## config.mk

```make
export PLATFORM = sky130hd
export DESIGN_NAME = uart_transmitter
export DESIGN_NICKNAME = d
export VERILOG_FILES = /design/src/rtl/uart_pkg.sv /design/src/rtl/tx_shift_register.sv /design/src/rtl/uart_transmitter.sv
export SDC_FILE = /design/constraint.sdc
export NUM_CORES = 1
export LEC_CHECK = 0
export CORE_MARGIN = 8
export CORE_UTILIZATION = 55
export CTS_CLUSTER_SIZE = 28
export DETAILED_ROUTE_END_ITERATION = 10
export PLACE_DENSITY_LB_ADDON = 0.12
export REMOVE_ABC_BUFFERS = 1
export SLEW_MARGIN = 20
export SYNTH_ARGS = -nofsm -noshare
export SYNTH_HDL_FRONTEND = slang
export SYNTH_SLANG_ARGS = --single-unit
```

## constraint.sdc

```tcl
create_clock -name clk -period 2.45 [get_ports clk]
set_clock_uncertainty 0.15 [all_clocks]
set_input_delay 0.245 -clock clk [delete_from_list [all_inputs] [get_ports clk]]
set_output_delay 0.245 -clock clk [all_outputs]
set_load 0.05 [all_outputs]
```

## src/rtl/uart_pkg.sv

```systemverilog
// Shared UART types: transmitter FSM states, character-width encodings and width decode.
// Imported by the transmitter top and its shift-register datapath.
package uart_pkg;

   typedef enum logic [2:0] {
      ST_IDLE     = 3'd0,
      ST_CTS_WAIT = 3'd1,
      ST_START    = 3'd2,
      ST_DATA     = 3'd3,
      ST_PARITY   = 3'd4,
      ST_STOP     = 3'd5,
      ST_FINISH   = 3'd6,
      ST_SPARE    = 3'd7
   } tx_state_t;

   localparam logic [1:0] WIDTH_5 = 2'd0;
   localparam logic [1:0] WIDTH_6 = 2'd1;
   localparam logic [1:0] WIDTH_7 = 2'd2;
   localparam logic [1:0] WIDTH_8 = 2'd3;

   function automatic logic [3:0] data_bits(input logic [1:0] width);
      return 4'd5 + {2'b00, width};
   endfunction

endpackage

```

## src/rtl/tx_shift_register.sv

```systemverilog
// Character shifter for the UART transmitter: bit0 is presented after load, each shift exposes the next bit.
// Tracks the index of the bit on the line and the parity of all bits already emitted.
module tx_shift_register
   import uart_pkg::*;
#(
   parameter int DATA_MAX = 8
) (
   input  logic                clk,
   input  logic                reset,
   input  logic                load_i,
   input  logic                shift_i,
   input  logic [DATA_MAX-1:0] data_i,
   input  logic [1:0]          width_i,
   output logic                bit_o,
   output logic                next_bit_o,
   output logic                last_bit_o,
   output logic                parity_o
);

   logic [DATA_MAX-1:0] shift_q, shift_d;
   logic [2:0]          count_q, count_d;
   logic                par_q,   par_d;

   always_comb begin
      shift_d = shift_q;
      count_d = count_q;
      par_d   = par_q;
      if (load_i) begin
         shift_d = data_i;
         count_d = 3'd0;
         par_d   = 1'b0;
      end else if (shift_i) begin
         shift_d = shift_q >> 1;
         count_d = count_q + 3'd1;
         par_d   = par_q ^ shift_q[0];
      end
   end

   always_ff @(posedge clk or posedge reset) begin
      if (reset) begin
         shift_q <= '0;
         count_q <= 3'd0;
         par_q   <= 1'b0;
      end else begin
         shift_q <= shift_d;
         count_q <= count_d;
         par_q   <= par_d;
      end
   end

   assign bit_o      = shift_q[0];
   assign next_bit_o = shift_q[1];
   assign last_bit_o = ({1'b0, count_q} == (data_bits(width_i) - 4'd1));
   // The bit currently on the line has not been folded into par_q yet.
   assign parity_o   = par_q ^ shift_q[0];

endmodule

```

## src/rtl/uart_transmitter.sv

```systemverilog
// UART transmit framer: start, 5-8 data bits LSB first, optional parity, 1-2 stop bits, paced by clk_1x_i.
// Accepts one character per valid/ready handshake in IDLE only; waits for cts_ni low before the start bit.
module uart_transmitter
   import uart_pkg::*;
#(
   parameter int DATA_MAX = 8
) (
   input  logic                clk,
   input  logic                reset,
   input  logic                tx_en_i,
   input  logic                clk_1x_i,
   input  logic                cts_ni,
   input  logic [DATA_MAX-1:0] data_i,
   input  logic                data_valid_i,
   output logic                data_ready_o,
   input  logic [1:0]          data_width_i,
   input  logic                parity_en_i,
   input  logic                parity_odd_i,
   input  logic                stop2_i,
   output logic                tx_o,
   output logic                tx_busy_o,
   output logic                tx_done_o
);

   tx_state_t  state_q, state_d;
   logic       tx_q, tx_d;
   logic       stop_cnt_q, stop_cnt_d;
   logic [1:0] width_q, width_d;
   logic       par_en_q, par_en_d;
   logic       par_odd_q, par_odd_d;
   logic       stop2_q, stop2_d;

   logic       load;
   logic       shift;
   logic       sr_bit;
   logic       sr_next_bit;
   logic       sr_last;
   logic       sr_parity;

   tx_shift_register #(
      .DATA_MAX (DATA_MAX)
   ) u_shift (
      .clk        (clk),
      .reset      (reset),
      .load_i     (load),
      .shift_i    (shift),
      .data_i     (data_i),
      .width_i    (width_q),
      .bit_o      (sr_bit),
      .next_bit_o (sr_next_bit),
      .last_bit_o (sr_last),
      .parity_o   (sr_parity)
   );

   assign data_ready_o = (state_q == ST_IDLE) && tx_en_i && !reset;
   assign tx_busy_o    = (state_q != ST_IDLE);
   assign tx_done_o    = (state_q == ST_FINISH);
   assign tx_o         = tx_q;

   always_comb begin
      state_d    = state_q;
      tx_d       = tx_q;
      stop_cnt_d = stop_cnt_q;
      width_d    = width_q;
      par_en_d   = par_en_q;
      par_odd_d  = par_odd_q;
      stop2_d    = stop2_q;
      load       = 1'b0;
      shift      = 1'b0;

      case (state_q)
         ST_IDLE: begin
            tx_d       = 1'b1;
            stop_cnt_d = 1'b0;
            if (data_valid_i && data_ready_o) begin
               load      = 1'b1;
               width_d   = data_width_i;
               par_en_d  = parity_en_i;
               par_odd_d = parity_odd_i;
               stop2_d   = stop2_i;
               state_d   = ST_CTS_WAIT;
            end
         end
         ST_CTS_WAIT: begin
            tx_d = 1'b1;
            if (!tx_en_i) begin
               state_d = ST_IDLE;
            end else if (clk_1x_i && !cts_ni) begin
               tx_d    = 1'b0;
               state_d = ST_START;
            end
         end
         ST_START: begin
            if (clk_1x_i) begin
               tx_d    = sr_bit;
               state_d = ST_DATA;
            end
         end
         ST_DATA: begin
            if (clk_1x_i) begin
               if (sr_last) begin
                  if (par_en_q) begin
                     tx_d    = sr_parity ^ par_odd_q;
                     state_d = ST_PARITY;
                  end else begin
                     tx_d    = 1'b1;
                     state_d = ST_STOP;
                  end
               end else begin
                  shift = 1'b1;
                  tx_d  = sr_next_bit;
               end
            end
         end
         ST_PARITY: begin
            if (clk_1x_i) begin
               tx_d    = 1'b1;
               state_d = ST_STOP;
            end
         end
         ST_STOP: begin
            tx_d = 1'b1;
            if (clk_1x_i) begin
               // First of two stop periods just ended; stay for the second.
               if (stop2_q && !stop_cnt_q) begin
                  stop_cnt_d = 1'b1;
               end else begin
                  stop_cnt_d = 1'b0;
                  state_d    = ST_FINISH;
               end
            end
         end
         ST_FINISH: begin
            tx_d    = 1'b1;
            state_d = ST_IDLE;
         end
         default: begin
            tx_d       = 1'b1;
            stop_cnt_d = 1'b0;
            state_d    = ST_IDLE;
         end
      endcase
   end

   always_ff @(posedge clk or posedge reset) begin
      if (reset) begin
         state_q    <= ST_IDLE;
         tx_q       <= 1'b1;
         stop_cnt_q <= 1'b0;
         width_q    <= WIDTH_8;
         par_en_q   <= 1'b0;
         par_odd_q  <= 1'b0;
         stop2_q    <= 1'b0;
      end else begin
         state_q    <= state_d;
         tx_q       <= tx_d;
         stop_cnt_q <= stop_cnt_d;
         width_q    <= width_d;
         par_en_q   <= par_en_d;
         par_odd_q  <= par_odd_d;
         stop2_q    <= stop2_d;
      end
   end

endmodule

```

# Yosys cells after proc, flatten, opt, wreduce, memory -nomap -nowiden
# Cells that the tools add are included.
# totals
register_bits	22
out_inout_bits	4
# classes
addsub	3
n_eq_ne	15
n_mux	33
bitwise	3
n_reduce_logical	16
# op_table
op	count
3-bit 2-to-1 mux	11
3-bit one-hot mux with 6 select lines	1
1-bit 2-to-1 mux	17
8-bit 2-to-1 mux	2
2-bit != test, second input constant	6
3-bit == test, second input constant	3
8-bit AND reduction	1
3-bit by 2-bit == test with 1-bit output, second input constant	2
1-bit logical AND	5
5-bit OR reduction	1
3-bit by 2-bit adder with 4-bit output, first input constant	1
3-bit by 4-bit == test with 1-bit output	1
1-bit one-hot mux with 4 select lines	1
2-bit AND reduction	2
4-bit by 1-bit subtractor with 4-bit output, second input constant	1
3-bit by 1-bit adder with 3-bit output, second input constant	1
3-bit by 1-bit == test with 1-bit output, second input constant	1
1-bit zero test	3
3-bit zero test	1
3-bit != test, second input constant	1
3-bit AND reduction	1
3-bit nonzero test	1
2-bit by 1-bit != test with 1-bit output, second input constant	1
1-bit one-hot mux with 2 select lines	1
3 further kinds	4

# Logic depth before layout (Yosys ltp)
# Gate-level depths: netlist (run 1).
# depth
word_depth	8
depth_mapped	6
mapped_depth_nobuf	5

# Cells and area by module
# Synthesis (run 1) repeated with hierarchy kept, for this count alone.
# unflattened
hier_cells	119
area_unflattened_um2	1265.0
# modules_own_cells
mod	n_inst	cells_per_inst	area_each_um2	seq_area_each_um2
uart_transmitter	1	63	649.4	254.0
tx_shift_register	1	56	615.6	300.3

# Least setup slack after synthesis (run 1)
# Ideal clock, no wire load.
# synth_timing
path_kind	register to register
startpoint	register state_q[2]
endpoint	register par_en_q
arrival_ns	1.484
required_time_ns	2.175
setup_slack_ns	0.691
path_stages_with_launch	6
path_buffers	1
cell_sequence	dfrtp_1 nor3_2 inv_2 nor2_2 buf_4 mux2_2
# synth_between
elab_chain_len	5
# synth_lines
item	line	source
start: declaration	uart_transmitter.sv:25	tx_state_t state_q, state_d;
start signal: assignment	uart_transmitter.sv:155	state_q <= state_d;
3-bit zero test *	uart_transmitter.sv:55, uart_transmitter.sv:71	
1-bit logical AND (2 in series)	uart_transmitter.sv:55	assign data_ready_o = (state_q == ST_IDLE) && tx_en_i && !reset;
1-bit logical AND	uart_transmitter.sv:75	if (data_valid_i && data_ready_o) begin
2-bit AND reduction (no source line) *	-	
end signal: assignment	uart_transmitter.sv:159	par_en_q <= par_en_d;
end: declaration	uart_transmitter.sv:29	logic par_en_q, par_en_d;
# Every way passes the cells marked *; elsewhere a longest branch is shown, timed or not.
# A chain may end at the register's enable or synchronous reset.

# Final worst setup path (run 1)
# layout_timing
startpoint	register state_q[0]
endpoint	output tx_done_o
# layout_between
elab_chain_len	1
# layout_lines
item	line	source
3-bit == test	uart_transmitter.sv:57	assign tx_done_o = (state_q == ST_FINISH);
end: declaration	uart_transmitter.sv:22	output logic tx_done_o
# No other way between the ends.

==> flow_summary.toml, run 1 <==
[status]
status = "completed"

[timing]
slew_violations = 0
fin_ws_ns = 0.1206
final.setup.tns_ns = 0
setup_viol = 0
rsz0062_at_grt = "no"
worstMarginPinSlew_ns = 0.5139
timing.hold.ws_ns = 0.1678
fmax_mhz = 429.3
maxSlewHeadroom = 0.6569
hold_viol_final = 0
fin_crit_sh = 0.9508
min_period_ns = 2.329

[clock_network]
post_cts_buffers = 0
cts_made_buffers = 3
htreeDepth = 1
cts_tree = "built"
numClockSinks = 22
cts_root_buf = "clkbuf_4"
clock_latency_ns = 0.31
clk_pin_slew_ns = 0.12
clk_path_buf_depth = 2

[layout]
final_cells = 166
layout-drive-gt1-share = 0.1812
fin_util = 0.7093
fin_area_mm2 = 0.001554
syn_to_final_growth_pct = 23.09
antenna_cells = 0
final_nets = 159

[power_and_ir_drop]
power_frac_seq = 0.437
finalPower_mw = 1.679
switching_share = 0.3899
p_int_mw = 1.025
cellPowerDensity_mw_per_mm2 = 1081
power_leakage_nw = 0.6548
ir_worst_vdd_v = 0.0007759
clock_power_share = 0.119
p_sw_uw = 654.8
comb_power_share = 0.444

[floorplanning]
rows = 17
start_util = 0.5762
die_h_um = 63.91
die_area_mm2 = 0.004084
top_level_ports = 23
die_w_um = 63.91
core-area_mm2 = 0.002191

[synthesis]
synth_most_common_cell = "dfrtp_1"
synth_top_area_cell = "dfrtp_1"
ys_ff_latch = 22
synth-main-ff-cell = "dfrtp_1"
syn_avg_cell_area_um2 = 10.98
netlist_instances = 115
seq_area_frac_synth = 0.4390
synth_area_leaders = "dfrtp_1 (38%), dfstp_2 (6.2%), a221o_1 (4.8%), mux2_2 (4.5%), xnor2_4 (4.4%)"
synth_top_family_by_area = "compound AO/OA/AOI/OAI gates"
synth.yosys.warnings = 0
synthMuxAreaShare = 0.07631
synth_compound_area_frac = 0.1883
synthTopCellsByCount = "dfrtp_1 (19), nor3b_1 (7), o21ai_0 (7)"
synth_edf_count = 0
synth.distinct_cells = 45
syn_area_mm2 = 0.001262
synthXorXnorAreaFrac = 0.06838
synthAdderAreaFrac = 0.009911
async_flop_share = 1.000
synth_top_area_frac = 0.3766
yosys.area_share.simple = 0.1665

[global_routing]
globalRouteMet3Util = 0.03484
grt_pass1_vias = 1007
grt_max_degree = 23
grt-busiest-layer = "met2"
track_usage = 0.1301
grt_use_met2 = 0.2171
grt_pass1_wl_um = 4429
grt_overflow = 0
antenna_found_initial = 0
grtUsageMet1 = 0.1576

[drt]
drc = 0
viasPerCell = 5.952
first_iter_violations = 37
vias = 988
wl_per_cell_um = 15.25
routed_wl_um = 2532
drt.antenna.violating_nets = 0
dr.pass1.iters = 4

[run]
maxCapViolations = 0

[setup_path]
worst-setup-path-type = "flip-flop to output pin"
required_ns = 2.06
path_max_fanout = 14
path_cells = "inv_1 -> and3_1 -> clkdlybuf4s50_1"
reg2reg_slack_ns = 0.43
arrival_ns = 1.93
crit_path_max_incr_delay_ns = 0.80
worst_setup_path_end_kind = "output pin"
worstSetupStartpointType = "flip-flop"
critPathSlowestCell = "clkdlybuf4s50_1"

[place]
port-buffer-count = 22
dp_hpwl_um = 1878
gp_congestion = 0.8678
dpl.cell_count = 162
place_area_mm2 = 0.001515
place_ws_ns = 0.2826

[hold_path]
hold_path.class = "input port to asynchronous set/reset pin"
[worst max-delay path: cells and delay by family (launching register included)]
| kind | cells | cell delay [ns] |
|---|---|---|
| DFF | 1 | 0.55 |
| and+or+nand+nor | 1 | 0.16 |
| buffers and inverters | 2 | 0.92 |
[area by class of cell]
cell class	instances	area (um^2)
clock buffer	4	36.28
fill	159	636.9
inverter	6	22.52
multi-input combinational	80	643.1
sequential	22	554.3
tap	28	35.03
timing repair buffer	26	262.8
[state kept, by name, indices dropped and copies added (netlist names)]
register	flops
state_q	3
u_shift.count_q	3
u_shift.par_q	1
u_shift.shift_q	8
width_q	2
stop_cnt_q	1
par_odd_q	1
par_en_q	1
tx_o	1
stop2_q	1
[routing by layer]
metal | vias up | part of all wire | routed length [um]
met4 | 0 | 0.014 | 36
li1 | 477 | - | -
met2 | 34 | 0.48 | 1212
met5 | - | 0 | 0
met3 | 5 | 0.055 | 139
met1 | 472 | 0.45 | 1144
[final timing paths]
kind	startpoint	endpoint	cells past startpoint
setup / recovery	state_q[0]	tx_done_o	3
setup reg to reg	state_q[0]	u_shift.shift_q[5]	4
hold reg to reg	u_shift.par_q	u_shift.par_q	1
hold / removal	reset	u_shift.par_q	3
min in group clk	data_i[7]	u_shift.shift_q[7]	3
max in group asynchronous	reset	width_q[0]	3
[power by group through the flow]
stage | clock network [mW] | logic, mW | registers (mW)
floorplan | 0 | 0.573 | 0.714
global placement | 0 | 0.730 | 0.734
detailed placement | 0 | 0.752 | 0.742
CTS | 0.207 | 0.758 | 0.733
global route | 0.221 | 0.822 | 0.768
finish | 0.200 | 0.745 | 0.735
[cell families after synthesis]
logic type      Yosys count
simple gates             34
compound gates           32
flops                    22
buf+inv                  13
mux                       9
xor+xnor                  4
fa+ha+maj                 1
[placed cells by master, fill, tap and decap left out, drive strengths merged, types with 2 or more instances in the layout]
cell type and instances:
dfstp 3, o31ai 2, nor2 4, a21oi 6, nand3b 3, a31oi 2, xnor2 3, a221o 6
buf 5, nand3 2, dfrtp 19, mux2 5, inv 6, mux2i 4, clkbuf 4, nor3b 7
clkdlybuf4s50 20, and3 2, o21ai 8, nor3 3, nand2 7
[timing repair]
action,4_1_cts,5_1_grt
gates resized for setup,0,1
hold buffers,0,0
setup endpoints to repair,0,1
hold endpoints to repair,0,0
Note: power is estimated with default switching activity, not from simulation.
==> run 2: changes to the inputs <==
- RECOVER_POWER: default -> 25
==> flow_summary.toml, run 2 (synthesis results as in run 1) <==
[power_and_ir_drop]
power_frac_seq = 0.438
cellPowerDensity_mw_per_mm2 = 1082
ir_worst_vdd_v = 0.0007759
power_leakage_nw = 0.6514
clock_power_share = 0.119
switching_share = 0.3900
comb_power_share = 0.443
p_int_mw = 1.023
p_sw_uw = 654.4

[drt]
viasPerCell = 5.946
first_iter_violations = 43
dr.pass1.iters = 4
vias = 987
wl_per_cell_um = 15.23
routed_wl_um = 2528
drt.antenna.violating_nets = 0
drc = 0

[floorplanning]
die_h_um = 63.91
rows = 17
start_util = 0.5762
top_level_ports = 23
core-area_mm2 = 0.002191
die_area_mm2 = 0.004084
die_w_um = 63.91

[setup_path]
startpoint = "state_q[0]"
arrival_ns = 1.93
required_ns = 2.06
worstSetupStartpointType = "flip-flop"
timing.rr.start = "state_q[0]"
worst_setup_path_end_kind = "output pin"
path_max_fanout = 14
worst-setup-path-type = "flip-flop to output pin"

[place]
dp_hpwl_um = 1878
gp_congestion = 0.8678
port-buffer-count = 22
place_area_mm2 = 0.001515

[clock_network]
cts_root_buf = "clkbuf_4"
clock_latency_ns = 0.31
clk_path_buf_depth = 2
clk_pin_slew_ns = 0.12
cts_resized = 0
post_cts_buffers = 0
cts_made_buffers = 3
htreeDepth = 1
numClockSinks = 22
hold_buffers = 0
cts_tree = "built"

[status]
status = "completed"

[layout]
seq_area_um2 = 554.3
reg_top3 = "u_shift.shift_q (8), state_q (3), u_shift.count_q (3)"
fin_area_mm2 = 0.001550
layout-drive-gt1-share = 0.1739
syn_to_final_growth_pct = 22.80
fin_util = 0.7076
final_cell_mix = "clkdlybuf4s50_1 (19), dfrtp_1 (19), nor3b_1 (7), o21ai_0 (7)"
nFillCells = 161
final_nets = 159
antenna_cells = 0
multi_input_area_um2 = 643.1
regMostFlops = "u_shift.shift_q"
largest_reg_flops = 8

[timing]
rsz0062_at_grt = "no"
slew_violations = 0
hold_viol_final = 0
worstMarginPinSlew_ns = 1.214
setup_viol = 0
fin_crit_sh = 0.9507
min_period_ns = 2.329
final.setup.tns_ns = 0
fmax_mhz = 429.4
maxSlewHeadroom = 0.1908

[hold_path]
min-delay-start = "data_i[7]"
hold_path.class = "input port to flip-flop"

[run]
maxCapViolations = 0

[global_routing]
track_usage = 0.1301
antenna_found_initial = 0
grt_overflow = 0
grt_pass1_wl_um = 4429
grt_pass1_vias = 1007
grt_max_degree = 23
[run 2: worst max-delay path, stage by stage, from the launching register on]
cell,delay [ns]
dfrtp_1,0.55
inv_1,0.12
and3_1,0.16
clkdlybuf4s50_1,0.80
[run 2: power groups by stage]
stage / Clock (mW) / Combinational, mW / Sequential (mW)
after global placement: 0 / 0.730 / 0.734
after CTS: 0.207 / 0.758 / 0.733
final: 0.199 / 0.744 / 0.734
after detailed placement: 0 / 0.752 / 0.742
after floorplan: 0 / 0.573 / 0.714
after global routing: 0.221 / 0.821 / 0.768
[run 2: metrics by stage]
stage / power [mW] / worst slack [ns] / hold WS [ns] / std cells
finish: 1.678 / 0.1209 / 0.3479 / 166
global route: 1.810 / 0.001245 / 0.3761 / 166
CTS: 1.697 / 0.07447 / 0.1599 / 166
detailed placement: 1.494 / 0.2826 / 0.3433 / 162
global placement: 1.464 / 0.3361 / 0.3283 / 162
floorplan: 1.287 / 0.3329 / 0.08742 / 108
[run 2: metal layers]
layer / global-route usage / up-vias / wire length, um
met5: 0 / - / 0
met4: 0.04457 / 0 / 36
met3: 0.03484 / 5 / 139
met2: 0.2171 / 34 / 1210
met1: 0.1576 / 471 / 1142
li1: - / 477 / -
[run 2: layout make-up]
cell class | instances | area share
clock buffer | 4 | 0.02341
inverter | 6 | 0.01453
multi-input combinational | 80 | 0.4148
sequential | 22 | 0.3575
tap | 28 | 0.02260
timing repair buffer | 26 | 0.1671
[run 2: worst paths after layout]
path                            cells after the start                  to  slack [ns]
worst min register to register                      1       u_shift.par_q        0.36
worst min-delay path                                3  u_shift.shift_q[7]        0.35
worst max register to register                      4  u_shift.shift_q[5]        0.43
worst max-delay path                                3           tx_done_o        0.12
max in group asynchronous                           3  u_shift.count_q[0]        0.78
min in group asynchronous                           3       u_shift.par_q        0.65
